===== src/rtl/mc_cpu_pkg.sv =====
// rtl/mc_cpu_pkg.sv - shared encodings for the multi-cycle CPU controller
package mc_cpu_pkg;

    typedef enum logic [3:0] {
        S_FETCH  = 4'h0,
        S_DECODE = 4'h1,
        S_MEMADR = 4'h2,
        S_MEMRD  = 4'h3,
        S_MEMWB  = 4'h4,
        S_MEMWR  = 4'h5,
        S_RTEX   = 4'h6,
        S_RTWB   = 4'h7,
        S_BRANCH = 4'h8,
        S_JUMP   = 4'h9,
        S_IMMEX  = 4'hA,
        S_IMMWB  = 4'hB,
        S_INIT   = 4'hF
    } state_e;

    localparam logic [5:0] OP_RTYPE = 6'h00;
    localparam logic [5:0] OP_J     = 6'h02;
    localparam logic [5:0] OP_BEQ   = 6'h04;
    localparam logic [5:0] OP_BNE   = 6'h05;
    localparam logic [5:0] OP_ADDI  = 6'h08;
    localparam logic [5:0] OP_SLTI  = 6'h0A;
    localparam logic [5:0] OP_ANDI  = 6'h0C;
    localparam logic [5:0] OP_ORI   = 6'h0D;
    localparam logic [5:0] OP_LW    = 6'h23;
    localparam logic [5:0] OP_SW    = 6'h2B;

    localparam logic [5:0] FN_ADD = 6'h20;
    localparam logic [5:0] FN_SUB = 6'h22;
    localparam logic [5:0] FN_AND = 6'h24;
    localparam logic [5:0] FN_OR  = 6'h25;
    localparam logic [5:0] FN_NOR = 6'h27;
    localparam logic [5:0] FN_SLT = 6'h2A;

    localparam logic [2:0] ALU_AND = 3'b000;
    localparam logic [2:0] ALU_OR  = 3'b001;
    localparam logic [2:0] ALU_ADD = 3'b010;
    localparam logic [2:0] ALU_NOR = 3'b100;
    localparam logic [2:0] ALU_SUB = 3'b110;
    localparam logic [2:0] ALU_SLT = 3'b111;

    localparam logic [1:0] SRCB_B      = 2'b00;
    localparam logic [1:0] SRCB_FOUR   = 2'b01;
    localparam logic [1:0] SRCB_IMM    = 2'b10;
    localparam logic [1:0] SRCB_IMM_SH = 2'b11;

    localparam logic [1:0] PCSRC_ALU    = 2'b00;
    localparam logic [1:0] PCSRC_ALUOUT = 2'b01;
    localparam logic [1:0] PCSRC_JUMP   = 2'b10;

    function automatic logic is_imm_op(input logic [5:0] op);
        return (op == OP_ADDI) || (op == OP_ANDI) || (op == OP_ORI) || (op == OP_SLTI);
    endfunction

endpackage


===== src/rtl/mc_alu_decode.sv =====
// rtl/mc_alu_decode.sv - opcode/funct to ALU operation decode with legality flag
module mc_alu_decode
    import mc_cpu_pkg::*;
(
    input  logic [5:0] opcode,
    input  logic [5:0] funct,
    output logic [2:0] alu_ctrl,
    output logic       legal
);

    always_comb begin
        alu_ctrl = ALU_ADD;
        legal    = 1'b1;
        case (opcode)
            OP_RTYPE: begin
                case (funct)
                    FN_ADD:  alu_ctrl = ALU_ADD;
                    FN_SUB:  alu_ctrl = ALU_SUB;
                    FN_AND:  alu_ctrl = ALU_AND;
                    FN_OR:   alu_ctrl = ALU_OR;
                    FN_NOR:  alu_ctrl = ALU_NOR;
                    FN_SLT:  alu_ctrl = ALU_SLT;
                    default: legal    = 1'b0;
                endcase
            end
            OP_LW, OP_SW, OP_J: alu_ctrl = ALU_ADD;
            OP_BEQ, OP_BNE:     alu_ctrl = ALU_SUB;
            OP_ADDI:            alu_ctrl = ALU_ADD;
            OP_ANDI:            alu_ctrl = ALU_AND;
            OP_ORI:             alu_ctrl = ALU_OR;
            OP_SLTI:            alu_ctrl = ALU_SLT;
            default:            legal    = 1'b0;
        endcase
    end

endmodule


===== src/rtl/mc_ctrl_fsm.sv =====
// rtl/mc_ctrl_fsm.sv - multi-cycle CPU main controller (Moore FSM)
module mc_ctrl_fsm
    import mc_cpu_pkg::*;
#(
    parameter int MEM_WAIT = 1,
    parameter int STATE_W  = 4
) (
    input  logic               clk,
    input  logic               rst_n,
    input  logic [5:0]         opcode,
    input  logic [5:0]         funct,
    input  logic               zero,
    input  logic               mem_ready,
    output logic               pc_en,
    output logic               i_or_d,
    output logic               mem_read,
    output logic               mem_write,
    output logic               ir_write,
    output logic               reg_dst,
    output logic               mem_to_reg,
    output logic               reg_write,
    output logic               alu_src_a,
    output logic [1:0]         alu_src_b,
    output logic [1:0]         pc_source,
    output logic [2:0]         alu_ctrl,
    output logic               alu_ctrl_sel,
    output logic               illegal_op,
    output logic [STATE_W-1:0] state
);

    state_e     state_q, state_d;
    logic       mem_ok;
    logic [2:0] dec_ctrl;
    logic       dec_legal;

    mc_alu_decode u_alu_decode (
        .opcode   (opcode),
        .funct    (funct),
        .alu_ctrl (dec_ctrl),
        .legal    (dec_legal)
    );

    // With a single-cycle memory the ready handshake is ignored entirely.
    assign mem_ok = (MEM_WAIT != 0) ? mem_ready : 1'b1;
    assign state  = state_q;

    always_ff @(posedge clk or negedge rst_n) begin
        if (!rst_n) state_q <= S_INIT;
        else        state_q <= state_d;
    end

    always_comb begin
        state_d      = state_q;
        pc_en        = 1'b0;
        i_or_d       = 1'b0;
        mem_read     = 1'b0;
        mem_write    = 1'b0;
        ir_write     = 1'b0;
        reg_dst      = 1'b0;
        mem_to_reg   = 1'b0;
        reg_write    = 1'b0;
        alu_src_a    = 1'b0;
        alu_src_b    = SRCB_B;
        pc_source    = PCSRC_ALU;
        alu_ctrl     = ALU_ADD;
        alu_ctrl_sel = 1'b0;
        illegal_op   = 1'b0;
        case (state_q)
            S_INIT: state_d = S_FETCH;
            S_FETCH: begin
                // PC+4 and IR load commit only on the cycle the read completes.
                mem_read  = 1'b1;
                ir_write  = mem_ok;
                pc_en     = mem_ok;
                alu_src_b = SRCB_FOUR;
                if (mem_ok) state_d = S_DECODE;
            end
            S_DECODE: begin
                alu_src_b = SRCB_IMM_SH;
                case (opcode)
                    OP_RTYPE:       state_d = S_RTEX;
                    OP_LW, OP_SW:   state_d = S_MEMADR;
                    OP_BEQ, OP_BNE: state_d = S_BRANCH;
                    OP_J:           state_d = S_JUMP;
                    default: begin
                        if (is_imm_op(opcode)) begin
                            state_d = S_IMMEX;
                        end else begin
                            illegal_op = 1'b1;
                            state_d    = S_FETCH;
                        end
                    end
                endcase
            end
            S_MEMADR: begin
                alu_src_a = 1'b1;
                alu_src_b = SRCB_IMM;
                state_d   = (opcode == OP_LW) ? S_MEMRD : S_MEMWR;
            end
            S_MEMRD: begin
                mem_read = 1'b1;
                i_or_d   = 1'b1;
                if (mem_ok) state_d = S_MEMWB;
            end
            S_MEMWB: begin
                reg_write  = 1'b1;
                mem_to_reg = 1'b1;
                state_d    = S_FETCH;
            end
            S_MEMWR: begin
                mem_write = 1'b1;
                i_or_d    = 1'b1;
                if (mem_ok) state_d = S_FETCH;
            end
            S_RTEX: begin
                alu_src_a    = 1'b1;
                alu_ctrl_sel = 1'b1;
                alu_ctrl     = dec_ctrl;
                if (dec_legal) begin
                    state_d = S_RTWB;
                end else begin
                    illegal_op = 1'b1;
                    state_d    = S_FETCH;
                end
            end
            S_RTWB: begin
                reg_write = 1'b1;
                reg_dst   = 1'b1;
                state_d   = S_FETCH;
            end
            S_BRANCH: begin
                alu_src_a    = 1'b1;
                alu_ctrl_sel = 1'b1;
                alu_ctrl     = ALU_SUB;
                pc_source    = PCSRC_ALUOUT;
                pc_en        = (opcode == OP_BNE) ? ~zero : zero;
                state_d      = S_FETCH;
            end
            S_JUMP: begin
                pc_source = PCSRC_JUMP;
                pc_en     = 1'b1;
                state_d   = S_FETCH;
            end
            S_IMMEX: begin
                alu_src_a    = 1'b1;
                alu_src_b    = SRCB_IMM;
                alu_ctrl_sel = 1'b1;
                alu_ctrl     = dec_ctrl;
                state_d      = S_IMMWB;
            end
            S_IMMWB: begin
                reg_write = 1'b1;
                state_d   = S_FETCH;
            end
            default: state_d = S_FETCH;
        endcase
    end

endmodule


===== config.mk =====
export PLATFORM = sky130hd
export DESIGN_NAME = mc_ctrl_fsm
export DESIGN_NICKNAME = d
export VERILOG_FILES = /design/src/rtl/mc_cpu_pkg.sv /design/src/rtl/mc_alu_decode.sv /design/src/rtl/mc_ctrl_fsm.sv
export SDC_FILE = /design/constraint.sdc
export NUM_CORES = 1
export LEC_CHECK = 0
export ABC_AREA = 1
export BUFFER_PORTS_ARGS = -buffer_cell sky130_fd_sc_hd__buf_4
export CORE_MARGIN = 8
export CORE_UTILIZATION = 45
export DETAILED_ROUTE_END_ITERATION = 7
export GPL_ROUTABILITY_DRIVEN = 0
export PLACE_DENSITY_LB_ADDON = 0.25
export SLEW_MARGIN = 20
export SYNTH_ARGS = -nofsm -noshare
export SYNTH_HDL_FRONTEND = slang
export SYNTH_SLANG_ARGS = --single-unit

===== constraint.sdc =====
create_clock -name clk -period 1.42 [get_ports clk]
set_input_delay 0.213 -clock clk [delete_from_list [all_inputs] [get_ports clk]]
set_output_delay 0.213 -clock clk [all_outputs]
set_load 0.005 [all_outputs]

==> impl_metrics.py, run 1 <==
metrics = {
    "cts": {
        "clock-sinks": 4,
        "cts_max_path_buffers": 2,
        "clk_latency_ps": 240,
        "cts_buffers": 3,
        "root_buffer": "clkbuf_4",
        "cts_tree": "built",
        "cts.htree.levels": 1,
        "cts.clk_slew.worst_paths_ps": 40,
    },
    "worst_setup_path": {
        "slowest_stage": "dfstp_2",
        "crit_top_cell": "inv_2",
        "critPathMaxStageDelay_ps": 540,
        "startpoint_type": "register",
        "crit_family": "flip-flops",
        "worstPathRequired_ps": 1210,
        "cp.arrival_ps": 1670,
        "crit_chain": "inv_2, nor2_4, inv_2, nor2_2, inv_2, o221ai_1, buf_4",
        "path_buf_inv": 4,
        "worstPathMaxFanout": 3,
        "path_class": "register to output pin",
        "end_kind": "output pin",
    },
    "yosys": {
        "ys_seq_area_share_pct": 13.73,
        "synthArstFlopShare_pct": 100.0,
        "synth_enable_flop_cells": 0,
        "synth_fp_nets": 159,
        "synth_top_cell_by_area": "nand2_1",
        "ys_ff_latch": 4,
        "synth_area_per_cell_sq_um": 5.355,
        "netlist.area_leader.share_pct": 16.67,
        "synth_area_sq_um": 765.7,
        "synth_area_leaders": "nand2_1, dfstp_2, nor2_1",
        "syn_inst": 143,
        "synth_cell_types": 23,
        "netlist_top_cells_count": "nand2_1, nor2_1, inv_1",
        "yosys_warnings": 0,
        "synth.most_common_cell": "nand2_1",
        "synth_flop_cell": "dfstp_2",
    },
    "placed_design": {
        "io_buffer_count": 37,
        "place_ws_ps": -158.5,
        "placed_cell_area_sq_um": 1192,
        "dpl.hpwl_um": 2202,
    },
    "global_routing": {
        "grt_pass1_wl_um": 4747,
        "grt_pass1_vias": 1101,
        "grt_max_degree": 7,
        "grt_usage_pct": 18.07,
        "grt.overflow.total": 0,
        "antenna_found_initial": 0,
    },
    "power_and_ir_drop": {
        "power_density_nw_per_um2": 1180,
        "power.leakage_nw": 0.7642,
        "power.total_mw": 1.666,
        "ir_drop_v": 0.001093,
    },
    "die": {
        "core_area_sq_um": 1670,
        "rows": 15,
        "start_util_pct": 45.84,
        "pin_count": 38,
        "die_w_um": 57.25,
        "die_h_um": 57.25,
        "die-area_sq_um": 3278,
    },
    "routing": {
        "dr.pass1.iters": 4,
        "drt_wl_total_um": 3230,
        "viasPerCell": 5.174,
        "drt_iter0_markers": 31,
        "vias": 1159,
        "drcViolationCount": 0,
        "wl_per_cell_um": 14.42,
        "antenna_left": 0,
    },
    "timing": {
        "maxSlewHeadroom_pct": 73.44,
        "finalCriticalPeriod_ps": 1878,
        "grt_setup_unrepaired": "yes",
        "slew_violations": 0,
        "final.setup_skew_ps": 3.689,
        "min_period_over_period_pct": 132.3,
        "fin_ws_ps": -458.2,
        "hold_viol": 0,
        "finalSetupViolations": 19,
        "max_freq_ghz": 0.5324,
        "tightest_slew_ps": 395.0,
    },
    "run": {
        "maxCapViolations": 0,
    },
    "final_layout": {
        "drive_gt1_share_pct": 58.94,
        "diodes": 0,
        "areaGrowthSynthToFinish_pct": 84.31,
        "largest_reg_flops": 4,
        "final_nets": 225,
        "postLayoutCellArea_sq_um": 1411,
    },
    "outcome": {
        "violations": "setup timing",
        "status": "finished, violations left",
    },
    "hold_path": {
        "hp-class": "input port to register",
    },
}
==> final timing paths <==
check	from	to	slack (ps)	depth (start not counted)
setup reg to reg	state[3]$_DFFE_PN1P_	state[0]$_DFFE_PN1P_	-20	10
hold reg to reg	state[0]$_DFFE_PN1P_	state[1]$_DFFE_PN1P_	640	4
min in group asynchronous	rst_n	state[2]$_DFFE_PN1P_	480	2
setup / recovery	state[3]$_DFFE_PN1P_	pc_en	-460	7
hold / removal	mem_ready	state[2]$_DFFE_PN1P_	120	2
max in group asynchronous	rst_n	state[0]$_DFFE_PN1P_	910	2
==> per-stage QoR <==
stage	util (%)	TNS (ps)	hold slack, ps	cells
finish	84.49	-4673	123.1	224
CTS	80.45	-4247	114.1	222
floorplan	-	0	65.16	143
global route	84.49	-5576	133.0	224
detailed placement	71.39	-1164	178.1	214
global placement	71.39	-315.1	176.3	214
==> power by group <==
group          internal, mW  switching (mW)
Sequential            0.169          0.0383
Combinational         0.656           0.656
Clock                0.0948          0.0509
==> cell usage in the layout, fill, tap and decap left out, types with 6 or more instances in the layout <==
cell type	instances
nor2_2	11
nor2_4	9
nor2_1	14
nand2_2	6
nand3_1	7
inv_2	16
nand2_1	32
inv_1	15
buf_4	50
buf_6	10
==> repair_timing <==
| action | 4_1_cts | 5_1_grt |
|---|---|---|
| pin swaps | 11 | 5 |
| hold endpoints to repair | 4 | 0 |
| setup buffers | 5 | 2 |
| resized for setup | 29 | 18 |
| endpoints found under the setup margin | 21 | 21 |
| hold buffers | 1 | 0 |
==> kinds of logic (layout without fill, tap and decap cells) <==
kind of cell	count (synthesis)	count (layout)	synth area share, %
compound gates	16	16	12.91
simple gates	90	90	56.54
xor+xnor	1	1	1.144
flops	4	4	13.73
buf+inv	32	96	15.69
==> routing by layer <==
metal | part of all wire (%) | wire length, um | GRT usage, %
met1 | 41 | 1331 | 20.97
met2 | 48 | 1561 | 29.47
met3 | 8.7 | 280 | 6.054
met4 | 1.7 | 55 | 7.500
met5 | 0 | 0 | 0
==> area by class of cell <==
type                    count  area [sq um]
fillers                   103         259.0
inverters                  32         122.6
multi-input cells         107         641.9
clock buffers               3         22.52
flip-flops and latches      4         105.1
repair buffers             61         498.0
well taps                  17         21.27
Power figures use the tool's default switching activity.
==> run 2, diff against run 1 <==
--- a/config.mk
+++ b/config.mk
@@ -7,8 +7,10 @@
 export LEC_CHECK = 0
 export ABC_AREA = 1
 export BUFFER_PORTS_ARGS = -buffer_cell sky130_fd_sc_hd__buf_4
+export CELL_PAD_IN_SITES_DETAIL_PLACEMENT = 1
+export CELL_PAD_IN_SITES_GLOBAL_PLACEMENT = 1
 export CORE_MARGIN = 8
-export CORE_UTILIZATION = 45
+export CORE_UTILIZATION = 28
 export DETAILED_ROUTE_END_ITERATION = 7
 export GPL_ROUTABILITY_DRIVEN = 0
 export PLACE_DENSITY_LB_ADDON = 0.25
==> impl_metrics.py, run 2 (synthesized netlist as in run 1, its figures left out) <==
metrics = {
    "outcome": {
        "status": "finished, violations left",
        "violations": "setup timing",
    },
    "timing": {
        "finalCriticalPeriod_ps": 1723,
        "max_freq_ghz": 0.5803,
        "setup_tns_ps": -4540,
        "grt_setup_unrepaired": "yes",
        "finalSetupViolations": 21,
        "final.setup_skew_ps": 2.336,
        "maxSlewHeadroom_pct": 79.06,
        "hold_viol": 0,
        "tightest_slew_ps": 311.4,
        "fin_ws_ps": -303.1,
        "slew_violations": 0,
        "min_period_over_period_pct": 121.3,
    },
    "routing": {
        "vias": 1195,
        "drt_iter0_markers": 25,
        "viasPerCell": 4.761,
        "dr.pass1.iters": 4,
        "antenna_left": 0,
        "drt_wl_total_um": 3855,
        "drcViolationCount": 0,
        "wl_per_cell_um": 15.36,
    },
    "worst_setup_path": {
        "end_kind": "output pin",
        "worstPathMaxFanout": 3,
        "worstPathRequired_ps": 1210,
        "cp.arrival_ps": 1510,
        "startpoint_type": "register",
        "path_class": "register to output pin",
    },
    "final_layout": {
        "drive_gt1_share_pct": 65.00,
        "final_common_cell": "buf_4",
        "regArea_sq_um": 105.1,
        "fin_util_pct": 57.94,
        "postLayoutCellArea_sq_um": 1556,
        "final_cell_mix": "buf_4, nand2_1, inv_1, nor2_2, inv_2",
        "fill_cells": 359,
        "areaGrowthSynthToFinish_pct": 103.3,
        "final_nets": 238,
        "multi_input_area_sq_um": 661.9,
        "largest_reg_flops": 4,
        "diodes": 0,
    },
    "cts": {
        "root_buffer": "clkbuf_4",
        "cts_max_path_buffers": 2,
        "clk_latency_ps": 230,
        "clock-sinks": 4,
        "cts.htree.levels": 1,
        "cts.clk_slew.worst_paths_ps": 40,
        "cts_tree": "built",
        "cts_buffers": 3,
    },
    "global_routing": {
        "grt.overflow.total": 0,
        "antenna_found_initial": 0,
        "grt_pass1_vias": 1267,
        "grt_max_degree": 7,
        "grt_pass1_wl_um": 5678,
        "grt_usage_pct": 15.95,
    },
    "placed_design": {
        "place_ws_ps": -157.7,
        "io_buffer_count": 37,
        "placed_cell_area_sq_um": 1262,
        "dpl.hpwl_um": 2874,
    },
    "run": {
        "maxCapViolations": 0,
    },
    "die": {
        "die_h_um": 68.30,
        "pin_count": 38,
        "die-area_sq_um": 4664,
        "core_area_sq_um": 2686,
        "start_util_pct": 28.50,
        "die_w_um": 68.30,
        "rows": 19,
    },
    "power_and_ir_drop": {
        "power_density_nw_per_um2": 1244,
        "ir_drop_v": 0.001147,
        "power.leakage_nw": 0.8214,
    },
    "hold_path": {
        "hp-class": "input port to register",
    },
}
run 2: cell types whose count changed in the layout (fill, tap and decap cells not counted), moves of 5 or more:
cell	change
nand2_2	+6
nor2_2	+5
buf_4	+11
nor2_1	-5
nand2_1	-6
run 2: cell type report:
cell class | count | area share [%]
timing repair buffer | 74 | 38.75
inverter | 32 | 8.039
tap | 31 | 2.492
clock buffer | 3 | 1.447
multi-input combinational | 107 | 42.52
sequential | 4 | 6.752
run 2: repair_timing:
action                     CTS  global route
setup endpoints to repair   19            22
gates cloned                 0             0
gates resized for setup     28            29
hold buffers                 1             0
pin swaps                    5             8
hold endpoints to repair     4             0
setup buffers                9             4
run 2: per-stage QoR:
step | std cells | hold WS (ps) | power (mW)
after CTS | 248 | 130.4 | 1.755
after global placement | 235 | 179.7 | 1.309
final | 251 | 143.4 | 1.936
after global routing | 251 | 141.5 | 2.074
after floorplan | 143 | 65.16 | 0.6533
after detailed placement | 235 | 179.9 | 1.354
run 2: path summary, 6_finish.rpt:
path                            cells past startpoint                   end  slack (ps)                  from
max in group asynchronous                           2  state[1]$_DFFE_PN1P_         910                 rst_n
worst max-delay path                                7           alu_ctrl[2]        -300  state[2]$_DFFE_PN1P_
worst min-delay path                                2  state[2]$_DFFE_PN1P_         140             mem_ready
min in group asynchronous                           2  state[2]$_DFFE_PN1P_         490                 rst_n
worst max register to register                      9  state[0]$_DFFE_PN1P_        -150  state[0]$_DFFE_PN1P_
worst min register to register                      4  state[0]$_DFFE_PN1P_         740  state[0]$_DFFE_PN1P_
run 2: power breakdown:
part	switching (mW)	leakage, nW	internal (mW)	total, mW
combinational	0.767	0.766	0.820	1.59
sequential	0.0414	0.0415	0.170	0.211
clock	0.0440	0.0138	0.0944	0.138
run 2: critical path: stages, from the launching register on:
cell     delay (ps)
dfstp_2         550
buf_4           130
nor2_4           40
nor2_2          170
nor2_4           70
o21ai_0         110
nand2_2          80
buf_6           120
run 2: layer usage:
| layer | vias up | part of all wire (%) | track usage (%) | wire (um) |
|---|---|---|---|---|
| met2 | 27 | 56 | 32.36 | 2156 |
| met4 | 0 | 0.44 | 3.836 | 17 |
| li1 | 597 | - | - | - |
| met1 | 569 | 39 | 16.89 | 1514 |
| met3 | 2 | 4.3 | 1.473 | 167 |
| met5 | - | 0 | 0 | 0 |
==> run 3, diff against run 2 <==
--- a/config.mk
+++ b/config.mk
@@ -11,6 +11,7 @@
 export CELL_PAD_IN_SITES_GLOBAL_PLACEMENT = 1
 export CORE_MARGIN = 8
 export CORE_UTILIZATION = 28
+export CTS_CLUSTER_DIAMETER = 50
 export DETAILED_ROUTE_END_ITERATION = 7
 export GPL_ROUTABILITY_DRIVEN = 0
 export PLACE_DENSITY_LB_ADDON = 0.25
==> constraint.sdc (replaced) <==
create_clock -name clk -period 1.8 [get_ports clk]
set_input_delay 0.27 -clock clk [delete_from_list [all_inputs] [get_ports clk]]
set_output_delay 0.27 -clock clk [all_outputs]
set_load 0.005 [all_outputs]
==> impl_metrics.py, run 3 (synthesized netlist as in run 1, its figures left out) <==
metrics = {
    "cts": {
        "clock-sinks": 4,
        "root_buffer": "clkbuf_4",
        "cts_max_path_buffers": 2,
        "cts.clk_slew.worst_paths_ps": 40,
        "cts_tree": "built",
        "cts_buffers": 3,
        "clk_latency_ps": 250,
        "cts.htree.levels": 1,
    },
    "global_routing": {
        "grt_pass1_wl_um": 4443,
        "antenna_found_initial": 0,
        "grt_pass1_vias": 1050,
        "grt.overflow.total": 0,
        "grt_usage_pct": 12.15,
        "grt_max_degree": 7,
    },
    "timing": {
        "slew_violations": 0,
        "hold_viol": 0,
        "hold-worst-slack_ps": 175.6,
        "finalCriticalPeriod_ps": 1837,
        "fin_ws_ps": -36.96,
        "tightest_slew_ps": 313.6,
        "min_period_over_period_pct": 102.1,
        "final.setup_skew_ps": 2.433,
        "setup_tns_ps": -77.82,
        "finalSetupViolations": 6,
        "max_freq_ghz": 0.5444,
        "maxSlewHeadroom_pct": 78.91,
        "grt_setup_unrepaired": "yes",
    },
    "worst_setup_path": {
        "end_kind": "output pin",
        "path_buf_inv": 3,
        "startpoint_type": "register",
        "critPathMaxStageDelay_ps": 590,
        "worstPathMaxFanout": 4,
        "crit_chain": "inv_2, nor2_4, nor2_2, nor2_2, inv_2, a21oi_2, buf_4",
        "crit_family": "flip-flops",
        "path_class": "register to output pin",
        "slowest_stage": "dfstp_2",
        "worstPathRequired_ps": 1530,
        "cp.arrival_ps": 1570,
    },
    "die": {
        "rows": 19,
        "die_w_um": 68.30,
        "pin_count": 38,
        "die_h_um": 68.30,
        "die-area_sq_um": 4664,
        "start_util_pct": 28.50,
        "core_area_sq_um": 2686,
    },
    "routing": {
        "dr.pass1.iters": 4,
        "drcViolationCount": 0,
        "antenna_left": 0,
        "wl_per_cell_um": 14.02,
        "drt_wl_total_um": 3183,
        "vias": 1089,
        "drt_iter0_markers": 44,
        "viasPerCell": 4.797,
    },
    "hold_path": {
        "hp-class": "input port to register",
    },
    "power_and_ir_drop": {
        "ir_drop_v": 0.0008926,
        "power_density_nw_per_um2": 947.1,
        "power.leakage_nw": 0.6963,
    },
    "placed_design": {
        "io_buffer_count": 37,
        "dpl.hpwl_um": 2443,
    },
    "final_layout": {
        "diodes": 0,
        "final_cell_mix": "buf_4, nand2_1, inv_2",
        "largest_reg_flops": 4,
        "final_nets": 214,
        "fin_util_pct": 49.18,
        "drive_gt1_share_pct": 55.61,
        "final_common_cell": "buf_4",
        "areaGrowthSynthToFinish_pct": 72.55,
        "fill_cells": 371,
    },
    "run": {
        "maxCapViolations": 0,
    },
    "outcome": {
        "violations": "setup timing",
        "status": "finished, violations left",
    },
}
## run 3: cell types whose count changed in the layout (fill, tap and decap cells not counted), moves of 2 or more
cell,before,now
buf_4,61,45
buf_6,12,3
inv_1,16,14
inv_2,14,16
nand2_1,26,32
nand2_2,12,6
nor2_1,9,15
nor2_2,16,9
## run 3: timing repair
item / 4_1_cts / 5_1_grt
pin swaps: 4 / 11
buffers inserted: 3 / 9
endpoints found under the setup margin: 6 / 9
resized for setup: 17 / 20
hold endpoints to repair: 4 / 0
hold buffers: 1 / 0
## run 3: through the flow
stage          setup WS (ps)  instances  area, sq um  total power, mW
3_3_place_gp           183.7        211         1082           0.8311
4_1_cts               -11.76        218         1175            1.037
6_report              -36.96        227         1321            1.251
3_5_place_dp           132.2        211         1082           0.8435
2_1_floorplan          328.1        143        765.7           0.5154
5_1_grt               -127.0        227         1321            1.363
## run 3: path summary, 6_finish.rpt
kind	startpoint	end	slack, ps	depth (start not counted)
max in group asynchronous	rst_n	state[1]$_DFFE_PN1P_	1250	2
min in group asynchronous	rst_n	state[2]$_DFFE_PN1P_	530	2
worst min register to register	state[0]$_DFFE_PN1P_	state[0]$_DFFE_PN1P_	650	3
worst max-delay path	state[2]$_DFFE_PN1P_	alu_ctrl[0]	-40	7
worst max register to register	state[2]$_DFFE_PN1P_	state[0]$_DFFE_PN1P_	290	9
worst min-delay path	mem_ready	state[2]$_DFFE_PN1P_	180	2
## run 3: cell type report
type                       instances  area, sq um  area share, %
timing repair buffer              50        401.6          30.40
multi-input combinational        107        628.1          47.54
tap                               31        38.79          2.936
sequential                         4        105.1          7.955
inverter                          32        125.1          9.470
clock buffer                       3        22.52          1.705
## run 3: layer usage
layer | global-route usage [%] | vias up | share of wire, %
li1 | - | 548 | -
met1 | 13.46 | 510 | 40
met2 | 22.98 | 28 | 54
met3 | 1.800 | 3 | 4.9
met4 | 3.836 | 0 | 1.0
met5 | 0 | - | 0
## run 3: power by group
part           internal (mW)  total, mW  switching, mW
sequential             0.134      0.177         0.0426
clock                 0.0750      0.118         0.0431
combinational          0.458      0.956          0.498
total                  0.668       1.25          0.584
